[src/rtl/clk_en_pkg.sv]
// Shared CPU-mode encoding and tap-index helpers for the clock-enable generator.
package clk_en_pkg;

  typedef enum logic [1:0] {
    MODE_FAST = 2'b00,
    MODE_SLOW = 2'b01,
    MODE_STEP = 2'b10,
    MODE_HALT = 2'b11
  } cpu_mode_e;

  function automatic int sel_width(input int cnt_w);
    int w;
    w = 0;
    while ((1 << w) < cnt_w) w++;
    return (w < 1) ? 1 : w;
  endfunction

  // Taps beyond the top counter bit fall back to the slowest available tap.
  function automatic int clamp_tap(input int sel, input int cnt_w);
    return (sel >= cnt_w) ? cnt_w - 1 : sel;
  endfunction

endpackage

[src/rtl/clk_tap_sel.sv]
// One programmable tap: raises a single-cycle tick when the selected counter
// bit has just risen (cnt[k:0] == 2^k), with out-of-range selects clamped.
module clk_tap_sel
  import clk_en_pkg::*;
#(
  parameter int CNT_W = 32,
  parameter int SEL_W = 5
) (
  input  logic             clk,
  input  logic             rst,
  input  logic [CNT_W-1:0] cnt,
  input  logic [SEL_W-1:0] sel,
  output logic             hit,
  output logic             tick
);

  logic [CNT_W-1:0] one_hot;
  logic [CNT_W-1:0] low_mask;
  logic             tick_q;
  logic             tick_d;

  // Suppressing a hit right after a tick keeps a select change from
  // stretching the pulse into two back-to-back cycles.
  always_comb begin
    one_hot  = CNT_W'(1) << clamp_tap(int'(sel), CNT_W);
    low_mask = one_hot | (one_hot - CNT_W'(1));
    hit      = ((cnt & low_mask) == one_hot) && !tick_q;
    tick_d   = hit;
  end

  always_ff @(posedge clk or posedge rst) begin
    if (rst) begin
      tick_q <= 1'b0;
    end else begin
      tick_q <= tick_d;
    end
  end

  assign tick = tick_q;

endmodule

[src/rtl/clk_en_gen.sv]
// Clock-enable generator: free-running counter, NCH tap channels and a CPU
// enable whose fast/slow/step/halt mode only changes on period boundaries.
module clk_en_gen
  import clk_en_pkg::*;
#(
  parameter int CNT_W = 32,
  parameter int NCH   = 2,
  parameter int SEL_W = sel_width(CNT_W)
) (
  input  logic                 clk,
  input  logic                 rst,
  input  logic [1:0]           mode,
  input  logic [SEL_W-1:0]     fast_sel,
  input  logic [SEL_W-1:0]     slow_sel,
  input  logic                 step_btn,
  input  logic [NCH*SEL_W-1:0] ch_sel,
  output logic [CNT_W-1:0]     clkdiv,
  output logic [NCH-1:0]       ch_tick,
  output logic                 cpu_en,
  output logic [1:0]           mode_q
);

  logic [CNT_W-1:0] cnt_q, cnt_d;
  logic             s1_q, s1_d;
  logic             s2_q, s2_d;
  logic             s3_q, s3_d;
  logic             cpu_en_q, cpu_en_d;
  cpu_mode_e        cur_mode_q, mode_d;
  logic             step_edge;
  logic             fast_hit;
  logic             slow_hit;
  logic             fast_tick_unused;
  logic             slow_tick_unused;
  logic [NCH-1:0]   ch_hit_unused;

  for (genvar i = 0; i < NCH; i++) begin : g_ch
    clk_tap_sel #(
      .CNT_W(CNT_W),
      .SEL_W(SEL_W)
    ) u_tap (
      .clk (clk),
      .rst (rst),
      .cnt (cnt_q),
      .sel (ch_sel[i*SEL_W +: SEL_W]),
      .hit (ch_hit_unused[i]),
      .tick(ch_tick[i])
    );
  end

  clk_tap_sel #(
    .CNT_W(CNT_W),
    .SEL_W(SEL_W)
  ) u_fast_tap (
    .clk (clk),
    .rst (rst),
    .cnt (cnt_q),
    .sel (fast_sel),
    .hit (fast_hit),
    .tick(fast_tick_unused)
  );

  clk_tap_sel #(
    .CNT_W(CNT_W),
    .SEL_W(SEL_W)
  ) u_slow_tap (
    .clk (clk),
    .rst (rst),
    .cnt (cnt_q),
    .sel (slow_sel),
    .hit (slow_hit),
    .tick(slow_tick_unused)
  );

  // Fast/slow modes only hand over on their own boundary, and that boundary
  // pulse still goes out under the old mode; step/halt hand over at once.
  always_comb begin
    cnt_d     = cnt_q + CNT_W'(1);
    s1_d      = step_btn;
    s2_d      = s1_q;
    s3_d      = s2_q;
    step_edge = s2_q & ~s3_q;
    mode_d    = cur_mode_q;
    cpu_en_d  = 1'b0;
    case (cur_mode_q)
      MODE_FAST: begin
        cpu_en_d = fast_hit;
        if (fast_hit) mode_d = cpu_mode_e'(mode);
      end
      MODE_SLOW: begin
        cpu_en_d = slow_hit;
        if (slow_hit) mode_d = cpu_mode_e'(mode);
      end
      MODE_STEP: begin
        cpu_en_d = step_edge;
        mode_d   = cpu_mode_e'(mode);
      end
      MODE_HALT: begin
        mode_d = cpu_mode_e'(mode);
      end
    endcase
  end

  always_ff @(posedge clk or posedge rst) begin
    if (rst) begin
      cnt_q      <= '0;
      s1_q       <= 1'b0;
      s2_q       <= 1'b0;
      s3_q       <= 1'b0;
      cpu_en_q   <= 1'b0;
      cur_mode_q <= MODE_FAST;
    end else begin
      cnt_q      <= cnt_d;
      s1_q       <= s1_d;
      s2_q       <= s2_d;
      s3_q       <= s3_d;
      cpu_en_q   <= cpu_en_d;
      cur_mode_q <= mode_d;
    end
  end

  assign clkdiv = cnt_q;
  assign cpu_en = cpu_en_q;
  assign mode_q = cur_mode_q;

endmodule

[config.mk]
export PLATFORM = sky130hd
export DESIGN_NAME = clk_en_gen
export DESIGN_NICKNAME = d
export VERILOG_FILES = /design/src/rtl/clk_en_pkg.sv /design/src/rtl/clk_tap_sel.sv /design/src/rtl/clk_en_gen.sv
export SDC_FILE = /design/constraint.sdc
export NUM_CORES = 1
export LEC_CHECK = 0
export BUFFER_PORTS_ARGS = -buffer_cell sky130_fd_sc_hd__buf_4
export CORE_MARGIN = 2
export CORE_UTILIZATION = 45
export CTS_BUF_LIST = sky130_fd_sc_hd__clkbuf_16
export CTS_CLUSTER_SIZE = 12
export DETAILED_ROUTE_END_ITERATION = 8
export PLACE_DENSITY = 0.67
export SLEW_MARGIN = 20
export SYNTH_ARGS = -nofsm -noshare
export SYNTH_HDL_FRONTEND = slang
export SYNTH_HIERARCHICAL = 1
export SYNTH_SLANG_ARGS = --single-unit
[constraint.sdc]
create_clock -name clk -period 2.5 [get_ports clk]
set_clock_uncertainty 0.2 [all_clocks]
set_input_delay 0.375 -clock clk [delete_from_list [all_inputs] [get_ports clk]]
set_output_delay 0.375 -clock clk [all_outputs]
set_load 0.02 [all_outputs]
==> summary.md <==
| Metric | Value |
|---|---|
| Status | complete, no violations |
| DIE HEIGHT | 108 µm |
| Worst flop-to-flop path endpoint | mode_q[0]$_DFFE_PP0P_ |
| Row count | 37 |
| Number of cells on the worst hold path | 2 |
| Max-cap check violation count | 0 |
| Post-synth EDFFs | 0 |
| P&R area growth vs syn | 25.7% |
| Static Leak | 0.00257 µW |
| Number of nets with antenna violations after routing | 0 |
| GRT Util Overall | 0.334 |
| Buffering stage count on the worst path with inverters included | 1 |
| Headroom to the max-slew limit | 0.636 |
| CTS tree | built |
| Maximum number of pins on one net before global-route repair | 39 |
| Power, Total | 1910 µW |
| Post-synthesis sequential element count | 42 |
| Final cell utilization of the core | 0.588 |
| Part of the cycle the worst path needs | 0.987 |
| Hold path endpoint | mode_q[1]$_DFFE_PP0P_ |
| Violation count after the first detailed-route iteration | 891 |
| Critical R2R Launch | clkdiv[0]$_DFF_PP0_ |
| Syn Std Cell Area | 0.00487 mm² |
| HPWL after DPL | 13500 µm |
| YS warnings | 6 |
| Data arrival time of the critical path | 2.45 ns |
| Top FF cell, synth | dfrtp_1 |
| Setup tns final | 0 ns |
| Worst setup SP type | register |
| Number of distinct library cells after synthesis | 64 |
| Maximum vdd ir drop | 0.301 mV |
| Total of buffers placed on input and output ports | 61 |
| Starting density of the core | 0.467 |
| Share of final-layout standard cells stronger than drive strength 1 | 0.276 |
| Total number of H-tree levels | 2 |
| Diode insertion count for antenna repair | 0 |
| Pwr Density | 312 mW/mm² |
| Floorplan die area | 0.0117 mm² |
| Clk root buf | clkbuf_16 |
| Clock insertion delay at the later pin of the skew report | 0.29 ns |
| Number of vias per cell | 7.00 |
| Maximum buffer depth of the clock tree | 2 |
| Total vias in the final route | 5979 |
| Core Area | 0.0104 mm² |
| CP Cell Sequence | buf_8 -> o32a_1 -> o22ai_2 -> o2111ai_2 -> a2111oi_2 -> a21boi_2 -> and4_4 -> nor2_4 -> o21ai_2 -> nand2_1 |
| Type of the worst setup path | reg2reg |
| Count of boundary I/O pins | 62 |
| Origin of the worst min-delay path | mode[1] |
| Number of fill cells | 981 |
| Maximum clock frequency | 405 MHz |
| Synthesized instance count | 622 |
| Kind of capture point of the worst setup path | register |
| Crit path time final | 2.47 ns |
| Detailed-route wire length per cell | 23.2 µm |
| Total Nets Final | 743 |
| Post-synthesis net count | 648 |
| Seq/Total Area, Yosys | 0.216 |
| Cell with the biggest individual delay on the critical path | dfrtp_2 |
| Worst Max-Slew Pin Slew | 0.546 ns |
| Maximum fanout along the worst path | 11 |
| Number of antenna violations at the first check in global routing | 0 |
| Global Route met1 Usage | 0.461 |
| Clock buffer count from CTS | 5 |
| Routability cong. | 0.979 |
| Total iterations of the first detailed-routing run | 5 |
| Fraction of registers with async set or reset after synthesis | 1.00 |
| Slack of the worst reg-to-reg path | 0.03 ns |
| GR Layer Usage met2 | 0.515 |
| Hold Crit Class | in2reg |
| Cell family with most CP delay | compound AO/OA/AOI/OAI gates |
| Routed WL | 19800 µm |
| Final setup violation count | 0 |
| CTS Sinks | 42 |
| Wire length of the first global-routing pass | 30400 µm |
| GRT Max-Usage Layer | met2 |
| Chip Width | 108 µm |
| Hold Fails Final Rpt | 0 |
| Worst EP required | 2.48 ns |
| GRT met3 Usage | 0.0603 |
| Average instance area after synthesis | 7.83 µm² |
| Length in cells of the worst reg-to-reg path | 10 |
| Clock transition at the register clock pins on the worst setup and hold paths after CTS | 0.07 ns |
| Via count of the first global-routing pass | 5501 |
| Drt drc | 0 |
| Largest stage delay, worst path | 0.43 ns |
| Max-slew violations | 0 |
| Unrepaired setup endpoints after global routing | yes |
| Leftover overflow at the end of global routing | 0 |
-- power breakdown --
group	leakage [µW]	switching, µW	internal [µW]
logic	0.00194	260	184
clock network	0.0000812	293	468
registers	0.000552	12.4	689
-- layout make-up --
cell class	instances	area [µm²]	share of cell area
inverters	16	60.1	0.00981
clock inverters	3	41.3	0.00675
clock buffers	5	125	0.0204
repair buffers	145	1100	0.180
multi-input cells	507	3560	0.582
flip-flops and latches	42	1060	0.173
well taps	136	170	0.0278
-- per-layer routing --
layer | share of wire | wire length [µm]
met3 | 0.11 | 2280
met1 | 0.40 | 8020
met5 | 0 | 0
met4 | 0.030 | 599
met2 | 0.45 | 8920
-- state kept, by name (all words and copies together) (netlist names) --
signal / cells
mode_q: 2
g_ch.u_tap/tick: 2
u_fast_tap/tick: 1
cpu_en: 1
s3_q: 1
s1_q: 1
clkdiv: 32
u_slow_tap/tick: 1
s2_q: 1
-- worst register-to-register path: cells and delay by family, from the launching register on --
family	cells	cell delay (ns)
AOI/OAI and AO/OA	6	1.19
DFF	1	0.43
and+or+nand+nor	3	0.37
buffers and inverters	1	0.16
-- worst max-delay path by stage --
stage	startpoint	to	slack, ns	cells after the start
after floorplan	clkdiv[11]$_DFF_PP0_	mode_q[0]$_DFFE_PP0P_	0.006	9
after global placement	slow_sel[0]	mode_q[0]$_DFFE_PP0P_	0.003	11
after detailed placement	clkdiv[0]$_DFF_PP0_	mode_q[0]$_DFFE_PP0P_	-0.03	9
after CTS	clkdiv[1]$_DFF_PP0_	cpu_en$_DFF_PP0_	0.02	7
after global routing	clkdiv[0]$_DFF_PP0_	mode_q[0]$_DFFE_PP0P_	-0.06	10
final	clkdiv[0]$_DFF_PP0_	mode_q[0]$_DFFE_PP0P_	0.03	10
-- repair_timing --
action,in CTS,in global routing
resized for setup,3,26
setup buffers,0,3
hold buffers,2,0
pin swaps,0,8
setup endpoints to repair,3,4
hold endpoints to repair,5,0
-- cell usage in the layout (no fill, tap or decap), types with 9 or more instances in the layout --
master,instances
nor3b_1,20
a211o_1,12
mux2_2,9
xnor2_1,25
a211oi_1,16
nor2_1,47
nand3_1,22
buf_4,142
dfrtp_1,34
nor4_1,13
inv_1,17
o21ai_0,24
a31oi_1,24
nand4_1,13
nand2b_1,12
nand2_1,39
mux2i_1,9
a21oi_1,20
nor3_1,16
-- cell usage after synthesis, types with 9 or more instances --
master	n	share of area
mux2i_1	9	0.019
buf_2	21	0.022
a31oi_1	24	0.031
nor3_1	16	0.016
nand2_1	39	0.030
o21ai_0	27	0.028
nand2b_1	12	0.015
nand4_1	13	0.017
dfrtp_1	42	0.22
nor3b_1	20	0.031
nor4_1	13	0.017
xnor2_1	25	0.045
inv_1	16	0.012
nor2_1	49	0.038
a21oi_1	20	0.021
nand3_1	22	0.023
clkbuf_1	32	0.025
mux2_2	9	0.021
a211o_1	12	0.022
a211oi_1	16	0.025
-- per-stage QoR --
| step | area, µm² | std cells | hold WS, ns | worst slack (ns) |
|---|---|---|---|---|
| floorplan | 4870 | 622 | -0.0963 | 0.00573 |
| global placement | 5820 | 841 | 0.0740 | 0.00273 |
| detailed placement | 5820 | 841 | 0.0770 | -0.0310 |
| CTS | 6020 | 851 | 0.0962 | 0.0194 |
| global route | 6120 | 854 | 0.103 | -0.0559 |
| finish | 6120 | 854 | 0.0919 | 0.0333 |
-- kinds of logic after synthesis --
group	synth area share
and+or+nand+nor	0.285
muxes	0.0393
buffers and inverters	0.0678
AOI/OAI and AO/OA	0.336
adders and majority gates	0.00257
xor gates and xnor gates	0.0540
DFF	0.216
No activity file was read; power rests on OpenSTA's default activity.
